### config.mk
export PLATFORM = sky130hd
export DESIGN_NAME = quicksort_ctrl
export DESIGN_NICKNAME = d
export VERILOG_FILES = /design/src/rtl/qs_pkg.sv /design/src/rtl/qs_range_stack.sv /design/src/rtl/quicksort_ctrl.sv
export SDC_FILE = /design/constraint.sdc
export NUM_CORES = 1
export LEC_CHECK = 0
export CORE_ASPECT_RATIO = 1.75
export CORE_UTILIZATION = 45
export DETAILED_ROUTE_END_ITERATION = 10
export GPL_ROUTABILITY_DRIVEN = 0
export PLACE_DENSITY = 0.8
export SYNTH_ARGS = -nofsm -noshare
export SYNTH_HDL_FRONTEND = slang
export SYNTH_SLANG_ARGS = --single-unit
### constraint.sdc
create_clock -name clock -period 5.08 [get_ports clock]
set_input_delay 0.762 -clock clock [delete_from_list [all_inputs] [get_ports clock]]
set_output_delay 0.762 -clock clock [all_outputs]
set_load 0.03 [all_outputs]
### src/rtl/qs_pkg.sv
// Shared types and constants for the quicksort sequencer and its range stack.
package qs_pkg;

  localparam int IDX_W  = 4;
  localparam int ELEM_W = 4;

  typedef enum logic [2:0] {
    IDLE  = 3'd0,
    POP   = 3'd1,
    ISSUE = 3'd2,
    WAIT  = 3'd3,
    PUSH  = 3'd4,
    DONE  = 3'd5
  } state_t;

  typedef struct packed {
    logic [IDX_W-1:0] lo;
    logic [IDX_W-1:0] hi;
  } range_t;

  function automatic range_t make_range(input logic [IDX_W-1:0] lo,
                                        input logic [IDX_W-1:0] hi);
    range_t r;
    r.lo = lo;
    r.hi = hi;
    return r;
  endfunction

endpackage

### src/rtl/qs_range_stack.sv
// LIFO of pending {lo,hi} ranges; two pushes per cycle (push1 lands on top),
// a synchronous clear that may accompany push0, and an overflow pulse when a push is dropped.
module qs_range_stack
  import qs_pkg::*;
#(
  parameter int DEPTH = 4
) (
  input  logic   i_clk,
  input  logic   i_rst,
  input  logic   i_clear,
  input  logic   i_push0,
  input  range_t i_data0,
  input  logic   i_push1,
  input  range_t i_data1,
  input  logic   i_pop,
  output range_t o_top,
  output logic   o_empty,
  output logic   o_overflow
);

  localparam int SP_W = $clog2(DEPTH + 1);
  localparam int AW   = (DEPTH > 1) ? $clog2(DEPTH) : 1;
  localparam logic [SP_W-1:0] DEPTH_C = SP_W'(DEPTH);

  logic [SP_W-1:0] r_sp;
  logic [SP_W-1:0] w_base;
  logic [SP_W-1:0] w_base1;
  logic            w_ok0;
  logic            w_ok1;
  range_t          r_mem [DEPTH];

  assign w_base     = i_clear ? '0 : r_sp;
  assign w_ok0      = i_push0 && (w_base < DEPTH_C);
  assign w_base1    = w_base + SP_W'(w_ok0);
  assign w_ok1      = i_push1 && (w_base1 < DEPTH_C);
  assign o_overflow = (i_push0 && !w_ok0) || (i_push1 && !w_ok1);
  assign o_empty    = (r_sp == '0);
  assign o_top      = r_mem[AW'(r_sp - SP_W'(1))];

  always_ff @(posedge i_clk or posedge i_rst) begin
    if (i_rst) begin
      r_sp <= '0;
    end else if (i_pop && !o_empty) begin
      r_sp <= r_sp - SP_W'(1);
    end else begin
      r_sp <= w_base1 + SP_W'(w_ok1);
    end
  end

  // NOTE: storage has no reset; the pointer alone defines which entries are live.
  always_ff @(posedge i_clk) begin
    if (w_ok0) r_mem[AW'(w_base)]  <= i_data0;
    if (w_ok1) r_mem[AW'(w_base1)] <= i_data1;
  end

endmodule

### src/rtl/quicksort_ctrl.sv
// Quicksort sequencer around one external Lomuto partition block.
// Optional watchdog on the partition wait: define QS_TIMEOUT_EN.
module quicksort_ctrl
  import qs_pkg::*;
#(
  parameter int ARR_WIDTH   = 4,
  parameter int STACK_DEPTH = 4
`ifdef QS_TIMEOUT_EN
  ,
  parameter int TIMEOUT_CYC = 64
`endif
) (
  input  logic                        clock,
  input  logic                        reset,
  input  logic                        start,
  input  logic [ARR_WIDTH*ELEM_W-1:0] array_in,
  output logic [ARR_WIDTH*ELEM_W-1:0] array_out,
  output logic                        done,
  output logic                        busy,
  output logic                        err,
  output logic                        part_start,
  output logic [IDX_W-1:0]            part_lo,
  output logic [IDX_W-1:0]            part_hi,
  output logic [IDX_W-1:0]            part_pivot_ind,
  output logic [ARR_WIDTH*ELEM_W-1:0] part_array,
  input  logic [ARR_WIDTH*ELEM_W-1:0] part_array_ret,
  input  logic                        part_valid,
  input  logic [IDX_W-1:0]            part_pivot_ret
);

  localparam int AW_BITS = ARR_WIDTH * ELEM_W;

  state_t               r_state, w_state_nxt;
  logic [AW_BITS-1:0]   r_arr, r_out;
  logic [IDX_W-1:0]     r_lo, r_hi, r_p;
  logic                 r_err;

  logic                 w_clear, w_push0, w_push1, w_pop;
  range_t               w_data0, w_data1, w_top;
  logic                 w_empty, w_overflow;
  logic                 w_bad_p, w_left, w_right, w_timeout, w_set_err;

  qs_range_stack #(.DEPTH(STACK_DEPTH)) u_stack (
    .i_clk      (clock),
    .i_rst      (reset),
    .i_clear    (w_clear),
    .i_push0    (w_push0),
    .i_data0    (w_data0),
    .i_push1    (w_push1),
    .i_data1    (w_data1),
    .i_pop      (w_pop),
    .o_top      (w_top),
    .o_empty    (w_empty),
    .o_overflow (w_overflow)
  );

  // Compare in 5 bits so p-1 / p+1 are only formed when they cannot wrap.
  assign w_bad_p = (r_p < r_lo) || (r_p > r_hi);
  assign w_left  = {1'b0, r_p} > ({1'b0, r_lo} + 5'd1);
  assign w_right = ({1'b0, r_p} + 5'd1) < {1'b0, r_hi};

`ifdef QS_TIMEOUT_EN
  localparam int TW = $clog2(TIMEOUT_CYC + 1);
  logic [TW-1:0] r_timer;

  assign w_timeout = (r_timer == TW'(TIMEOUT_CYC - 1));

  always_ff @(posedge clock or posedge reset) begin
    if (reset)                r_timer <= '0;
    else if (r_state == ISSUE) r_timer <= '0;
    else if (r_state == WAIT)  r_timer <= r_timer + TW'(1);
  end
`else
  assign w_timeout = 1'b0;
`endif

  // NOTE: every combinational output gets a default first, so no path infers a latch.
  always_comb begin
    w_state_nxt = r_state;
    w_clear     = 1'b0;
    w_push0     = 1'b0;
    w_push1     = 1'b0;
    w_pop       = 1'b0;
    w_data0     = '0;
    w_data1     = '0;
    unique case (r_state)
      IDLE: begin
        if (start) begin
          w_clear     = 1'b1;
          w_push0     = 1'b1;
          w_data0     = make_range('0, IDX_W'(ARR_WIDTH - 1));
          w_state_nxt = POP;
        end
      end
      POP: begin
        if (w_empty) begin
          w_state_nxt = DONE;
        end else begin
          w_pop = 1'b1;
          if (w_top.lo < w_top.hi) w_state_nxt = ISSUE;
        end
      end
      ISSUE: w_state_nxt = WAIT;
      WAIT: begin
        if (part_valid)     w_state_nxt = PUSH;
        else if (w_timeout) w_state_nxt = DONE;
      end
      PUSH: begin
        if (w_bad_p) begin
          w_state_nxt = DONE;
        end else begin
          w_push0     = w_left;
          w_data0     = make_range(r_lo, r_p - 4'd1);
          w_push1     = w_right;
          w_data1     = make_range(r_p + 4'd1, r_hi);
          w_state_nxt = w_overflow ? DONE : POP;
        end
      end
      DONE:    w_state_nxt = IDLE;
      default: w_state_nxt = IDLE;
    endcase
  end

  assign w_set_err = ((r_state == PUSH) && (w_bad_p || w_overflow)) ||
                     ((r_state == WAIT) && !part_valid && w_timeout);

  always_ff @(posedge clock or posedge reset) begin
    if (reset) begin
      r_state <= IDLE;
      r_arr   <= '0;
      r_out   <= '0;
      r_lo    <= '0;
      r_hi    <= '0;
      r_p     <= '0;
      r_err   <= 1'b0;
    end else begin
      r_state <= w_state_nxt;
      if ((r_state == IDLE) && start) begin
        r_arr <= array_in;
        r_err <= 1'b0;
      end
      if ((r_state == POP) && !w_empty) begin
        r_lo <= w_top.lo;
        r_hi <= w_top.hi;
      end
      if ((r_state == WAIT) && part_valid) begin
        r_arr <= part_array_ret;
        r_p   <= part_pivot_ret;
      end
      if (w_set_err) r_err <= 1'b1;
      if ((w_state_nxt == DONE) && (r_state != DONE)) r_out <= r_arr;
    end
  end

  assign array_out      = r_out;
  assign done           = (r_state == DONE);
  assign busy           = (r_state == POP) || (r_state == ISSUE) ||
                          (r_state == WAIT) || (r_state == PUSH);
  assign err            = r_err;
  assign part_start     = (r_state == ISSUE);
  assign part_lo        = r_lo;
  assign part_hi        = r_hi;
  assign part_pivot_ind = r_hi;
  assign part_array     = r_arr;

endmodule

==> impl_metrics.prom <==
# TYPE chip_impl_metric gauge
chip_impl_metric{name="setup_viol",unit=""} 0
chip_impl_metric{name="crit_path_max_incr_delay",unit="ps"} 480
chip_impl_info{name="rsz_0062_raised_after_global_routing",value="no"} 1
chip_impl_metric{name="count_of_flip_flops_with_a_built_in_enable_after_synthesis",unit=""} 32
chip_impl_metric{name="placement.io_buffers",unit=""} 87
chip_impl_metric{name="synth.yosys.seq_area_share",unit=""} 0.4657
chip_impl_metric{name="max_freq",unit="GHz"} 0.2129
chip_impl_metric{name="detailedRoute.firstPassIterationCount",unit=""} 5
chip_impl_info{name="critPathSlowestCell",value="sky130_fd_sc_hd__dfrtp_1"} 1
chip_impl_metric{name="post_cts.resized_instances",unit=""} 0
chip_impl_metric{name="power.share.sequential",unit=""} 0.268
chip_impl_metric{name="static_leakage_power",unit="nW"} 2.468
chip_impl_metric{name="slew_headroom",unit=""} 0.1407
chip_impl_info{name="cpLargestDelayFamily",value="adder cells"} 1
chip_impl_metric{name="via_per_inst",unit=""} 6.049
chip_impl_metric{name="power.net_switching",unit="W"} 0.002074
chip_impl_metric{name="hold-worst-slack",unit="ps"} 487.0
chip_impl_info{name="critical_path.reg2reg.endpoint",value="u_stack.r_sp[2]"} 1
chip_impl_metric{name="h-tree-depth",unit=""} 3
chip_impl_metric{name="drcViolationCount",unit=""} 0
chip_impl_metric{name="yosys_warnings",unit=""} 0
chip_impl_metric{name="fin_ws",unit="ps"} 382.0
chip_impl_metric{name="ys_async_sr_fraction",unit=""} 0.6145
chip_impl_metric{name="fp.dieArea",unit="um^2"} 11110
chip_impl_metric{name="critical_path_arrival",unit="ps"} 4970
chip_impl_metric{name="clkTransAtPathRegs",unit="ps"} 60
chip_impl_metric{name="antenna_violating_nets_post_route",unit=""} 0
chip_impl_metric{name="wire_per_inst",unit="um"} 19.00
chip_impl_metric{name="synth.distinct_cells",unit=""} 51
chip_impl_metric{name="syn-num-nets",unit=""} 517
chip_impl_metric{name="post-route-period-util",unit=""} 0.9248
chip_impl_metric{name="vias_in_the_first_global_route",unit=""} 3885
chip_impl_info{name="crit_path_top_cell_by_count",value="sky130_fd_sc_hd__ha_1"} 1
chip_impl_metric{name="final_layout_size_suffix_gt1_frac",unit=""} 0.1453
chip_impl_metric{name="syn_avg_cell_area",unit="um^2"} 10.70
chip_impl_metric{name="largest_net_degree_at_the_start_of_global_routing",unit=""} 52
chip_impl_metric{name="power.clock.fraction",unit=""} 0.144
chip_impl_metric{name="postSynthCellCount",unit=""} 449
chip_impl_metric{name="setup.reg_to_reg.worst_slack",unit="ps"} 380
chip_impl_metric{name="power_report.internal_total",unit="W"} 0.002409
chip_impl_info{name="timing.critical_path.cells",value="ha_1 -> xnor2_1 -> ha_1 -> a21oi_1 -> o22ai_1 -> o211ai_1 -> or3_1 -> nand2_1 -> ha_1 -> ha_1 -> a21boi_2 -> nor4b_4 -> nand4_4 -> inv_2 -> ha_1 -> ha_1 -> xor2_1 -> nor2b_1 -> o21ai_0 -> nand2_1 -> a21oi_1"} 1
chip_impl_metric{name="worst_skew_pair.late_latency",unit="ps"} 340
chip_impl_metric{name="die-width",unit="um"} 80.10
chip_impl_info{name="timing.hold.worst.class",value="register to register"} 1
chip_impl_metric{name="placementRows",unit=""} 49
chip_impl_metric{name="diodes_inserted",unit=""} 0
chip_impl_metric{name="setup_skew_after_layout",unit="ps"} 10.18
chip_impl_metric{name="ff2ff_path_depth",unit=""} 21
chip_impl_metric{name="final_net_count",unit=""} 593
chip_impl_info{name="worst-setup-path-type",value="register to register"} 1
chip_impl_metric{name="synth-seq-cells",unit=""} 83
chip_impl_metric{name="totalWireLength",unit="um"} 12480
chip_impl_info{name="capturing_element_type_of_the_critical_path",value="register"} 1
chip_impl_info{name="dominantRegCellSynth",value="sky130_fd_sc_hd__dfrtp_1"} 1
chip_impl_metric{name="timing.max_cap.violations",unit=""} 0
chip_impl_metric{name="finalHoldViolCount",unit=""} 0
chip_impl_info{name="run_status",value="finished clean"} 1
chip_impl_metric{name="power_density",unit="nW/um^2"} 739.5
chip_impl_metric{name="routed-via-count",unit=""} 3974
chip_impl_metric{name="mappedNetlistArea",unit="um^2"} 4803
chip_impl_info{name="cts.root.buffer_cell",value="sky130_fd_sc_hd__clkbuf_16"} 1
chip_impl_metric{name="worstPathMaxFanout",unit=""} 18
chip_impl_metric{name="starting_density",unit=""} 0.4664
chip_impl_info{name="launch_point_of_the_worst_hold_path",value="err"} 1
chip_impl_metric{name="area_growth_syn_to_layout",unit="%"} 26.20
chip_impl_metric{name="dr.first_iter.drc_count",unit=""} 241
chip_impl_metric{name="final_design_area_no_fill",unit="um^2"} 6062
chip_impl_metric{name="gr-usage-all-layers",unit=""} 0.2341
chip_impl_info{name="worstSetupStartpointType",value="register"} 1
chip_impl_metric{name="ir_worst_vdd",unit="V"} 0.0003493
chip_impl_info{name="hold_path_end",value="err"} 1
chip_impl_metric{name="grt_antenna_before_repair",unit=""} 0
chip_impl_metric{name="hold-path-cell-count",unit=""} 2
chip_impl_metric{name="dpl_cell_area",unit="um^2"} 5754
chip_impl_metric{name="overflow_left_after_global_routing",unit=""} 0
chip_impl_metric{name="timing.final.max_slew_violations",unit=""} 0
chip_impl_metric{name="tightest_slew",unit="ps"} 1278
chip_impl_metric{name="required",unit="ps"} 5350
chip_impl_metric{name="grt_pass1_wl",unit="um"} 19540
chip_impl_metric{name="cts_sinks",unit=""} 83
chip_impl_metric{name="die_h",unit="um"} 138.7
chip_impl_metric{name="floorplan.core_area",unit="um^2"} 10300
chip_impl_metric{name="cts_inserted_buffers",unit=""} 9
chip_impl_metric{name="final.setup.tns",unit="ps"} 0
chip_impl_info{name="worst_reg2reg_path_startpoint",value="part_lo[0]"} 1
chip_impl_metric{name="cp.buffers_inverters",unit=""} 1
chip_impl_metric{name="dp_worst_setup_slack",unit="ps"} 464.5
chip_impl_metric{name="cts_hold_buffers",unit=""} 0
chip_impl_metric{name="post-route-min-period",unit="ps"} 4698
chip_impl_info{name="tritoncts_clock_tree",value="yes"} 1
chip_impl_metric{name="comb_power_frac",unit=""} 0.588
chip_impl_metric{name="p_sw_frac",unit=""} 0.4626
chip_impl_metric{name="num_io_pins",unit=""} 88
chip_impl_metric{name="cts.repair_timing.setup_buffer_count",unit=""} 0
chip_impl_metric{name="maximum_clock_path_buffer_count",unit=""} 2
chip_impl_metric{name="n_fill_cell",unit=""} 813
chip_impl_metric{name="post-dp-hpwl",unit="um"} 9395
## cell usage after synthesis (all sizes together) (2+ instances only)
cell,n,area (um^2)
and3,5,31.28
mux2i,4,40.04
o211ai,3,27.52
a2111oi,2,30.03
nor4,10,62.56
xnor2,4,35.03
nor4b,2,47.55
ha,28,350.3
a31oi,21,131.4
and2,2,12.51
o311ai,9,78.83
edfxtp,32,960.9
clkinv,2,7.510
nor3,6,35.03
a31o,2,17.52
a21oi,18,90.09
o31ai,8,60.06
nand2,53,198.9
o21ai,10,50.05
dfrtp,51,1276
buf,11,86.33
or4b,2,20.02
a211oi,10,75.07
clkbuf,24,90.09
nand3,15,80.08
nor2b,8,50.05
nor2,23,86.33
nand2b,2,12.51
mux2,25,281.5
xor2,4,35.03
nand4,14,102.6
inv,21,78.82
mux4,8,180.2
## per-stage QoR
| step | power (W) | util | cells |
|---|---|---|---|
| 6_report | 0.004483 | 0.5886 | 657 |
| 5_1_grt | 0.004757 | 0.5886 | 657 |
| 4_1_cts | 0.004468 | 0.5878 | 657 |
| 3_5_place_dp | 0.003814 | 0.5587 | 641 |
| 3_3_place_gp | 0.003720 | 0.5587 | 641 |
| 2_1_floorplan | 0.002903 | - | 449 |
## layout by cell type (no fill, tap or decap), types with 9 or more instances in the layout
cell type                         instances
sky130_fd_sc_hd__clkdlybuf4s50_1         87
sky130_fd_sc_hd__nand2_1                 53
sky130_fd_sc_hd__dfrtp_1                 51
sky130_fd_sc_hd__edfxtp_1                32
sky130_fd_sc_hd__ha_1                    28
sky130_fd_sc_hd__mux2_2                  25
sky130_fd_sc_hd__nor2_1                  23
sky130_fd_sc_hd__a31oi_1                 21
sky130_fd_sc_hd__inv_1                   19
sky130_fd_sc_hd__a21oi_1                 18
sky130_fd_sc_hd__nand3_1                 14
sky130_fd_sc_hd__nand4_1                 13
sky130_fd_sc_hd__buf_4                   13
sky130_fd_sc_hd__o21ai_0                 10
sky130_fd_sc_hd__nor4_1                  10
sky130_fd_sc_hd__a211oi_1                10
sky130_fd_sc_hd__clkbuf_16                9
## power by group through the flow
stage                     Sequential, W  Combinational, W  Clock (W)
after detailed placement        0.00121           0.00261          0
final                           0.00120           0.00264   0.000646
after floorplan                 0.00144           0.00146          0
after global placement          0.00119           0.00253          0
after global routing            0.00123           0.00284   0.000684
after CTS                       0.00120           0.00262   0.000651
## cell families (layout without fill, tap and decap cells)
logic type	count (synthesis)	count (layout)	synth area share
simple gates	145	145	0.1589
buf+inv	58	139	0.05470
xor+xnor	8	8	0.01459
compound gates	90	90	0.1287
mux	37	37	0.1045
flops	83	83	0.4657
fa+ha+maj	28	28	0.07294
## cell type report
class                      instances  area (um^2)  share of cell area
clock buffer                       9        225.2             0.03715
clock inverter                     7        75.07             0.01238
sequential                        83         2237              0.3690
tap                              127        158.9             0.02621
inverter                          23        86.33             0.01424
timing repair buffer             100        968.4              0.1598
multi-input combinational        308         2311              0.3812
## worst min-delay path, delay by kind of cell (launching register included)
| kind | cells | cell delay (ps) |
|---|---|---|
| flops | 1 | 350 |
| simple gates | 2 | 110 |
## routing by layer
metal	global-route usage	wire, um	vias up	part of all wire
li1	-	-	1817	-
met1	0.2426	4520	1923	0.36
met2	0.4386	6805	189	0.55
met3	0.03684	696	45	0.056
met4	0.1165	461	0	0.037
met5	0	0	-	0
## sequential cells by signal, summed over array words and instances, names as in the netlist
signal         flops
array_out         16
err                1
part_array        16
part_hi            4
part_lo            4
r_p                4
r_state            3
u_stack.r_mem     32
u_stack.r_sp       3
## how the worst max path moves through the flow
stage / end / cells past startpoint / start
global route: u_stack.r_sp[2] / 21 / part_lo[0]
global placement: u_stack.r_sp[2] / 16 / start
floorplan: u_stack.r_sp[2] / 22 / part_lo[0]
detailed placement: u_stack.r_sp[2] / 16 / start
finish: u_stack.r_sp[2] / 21 / part_lo[0]
CTS: u_stack.r_sp[2] / 21 / part_lo[0]
Note: power is estimated with default switching activity, not from simulation.
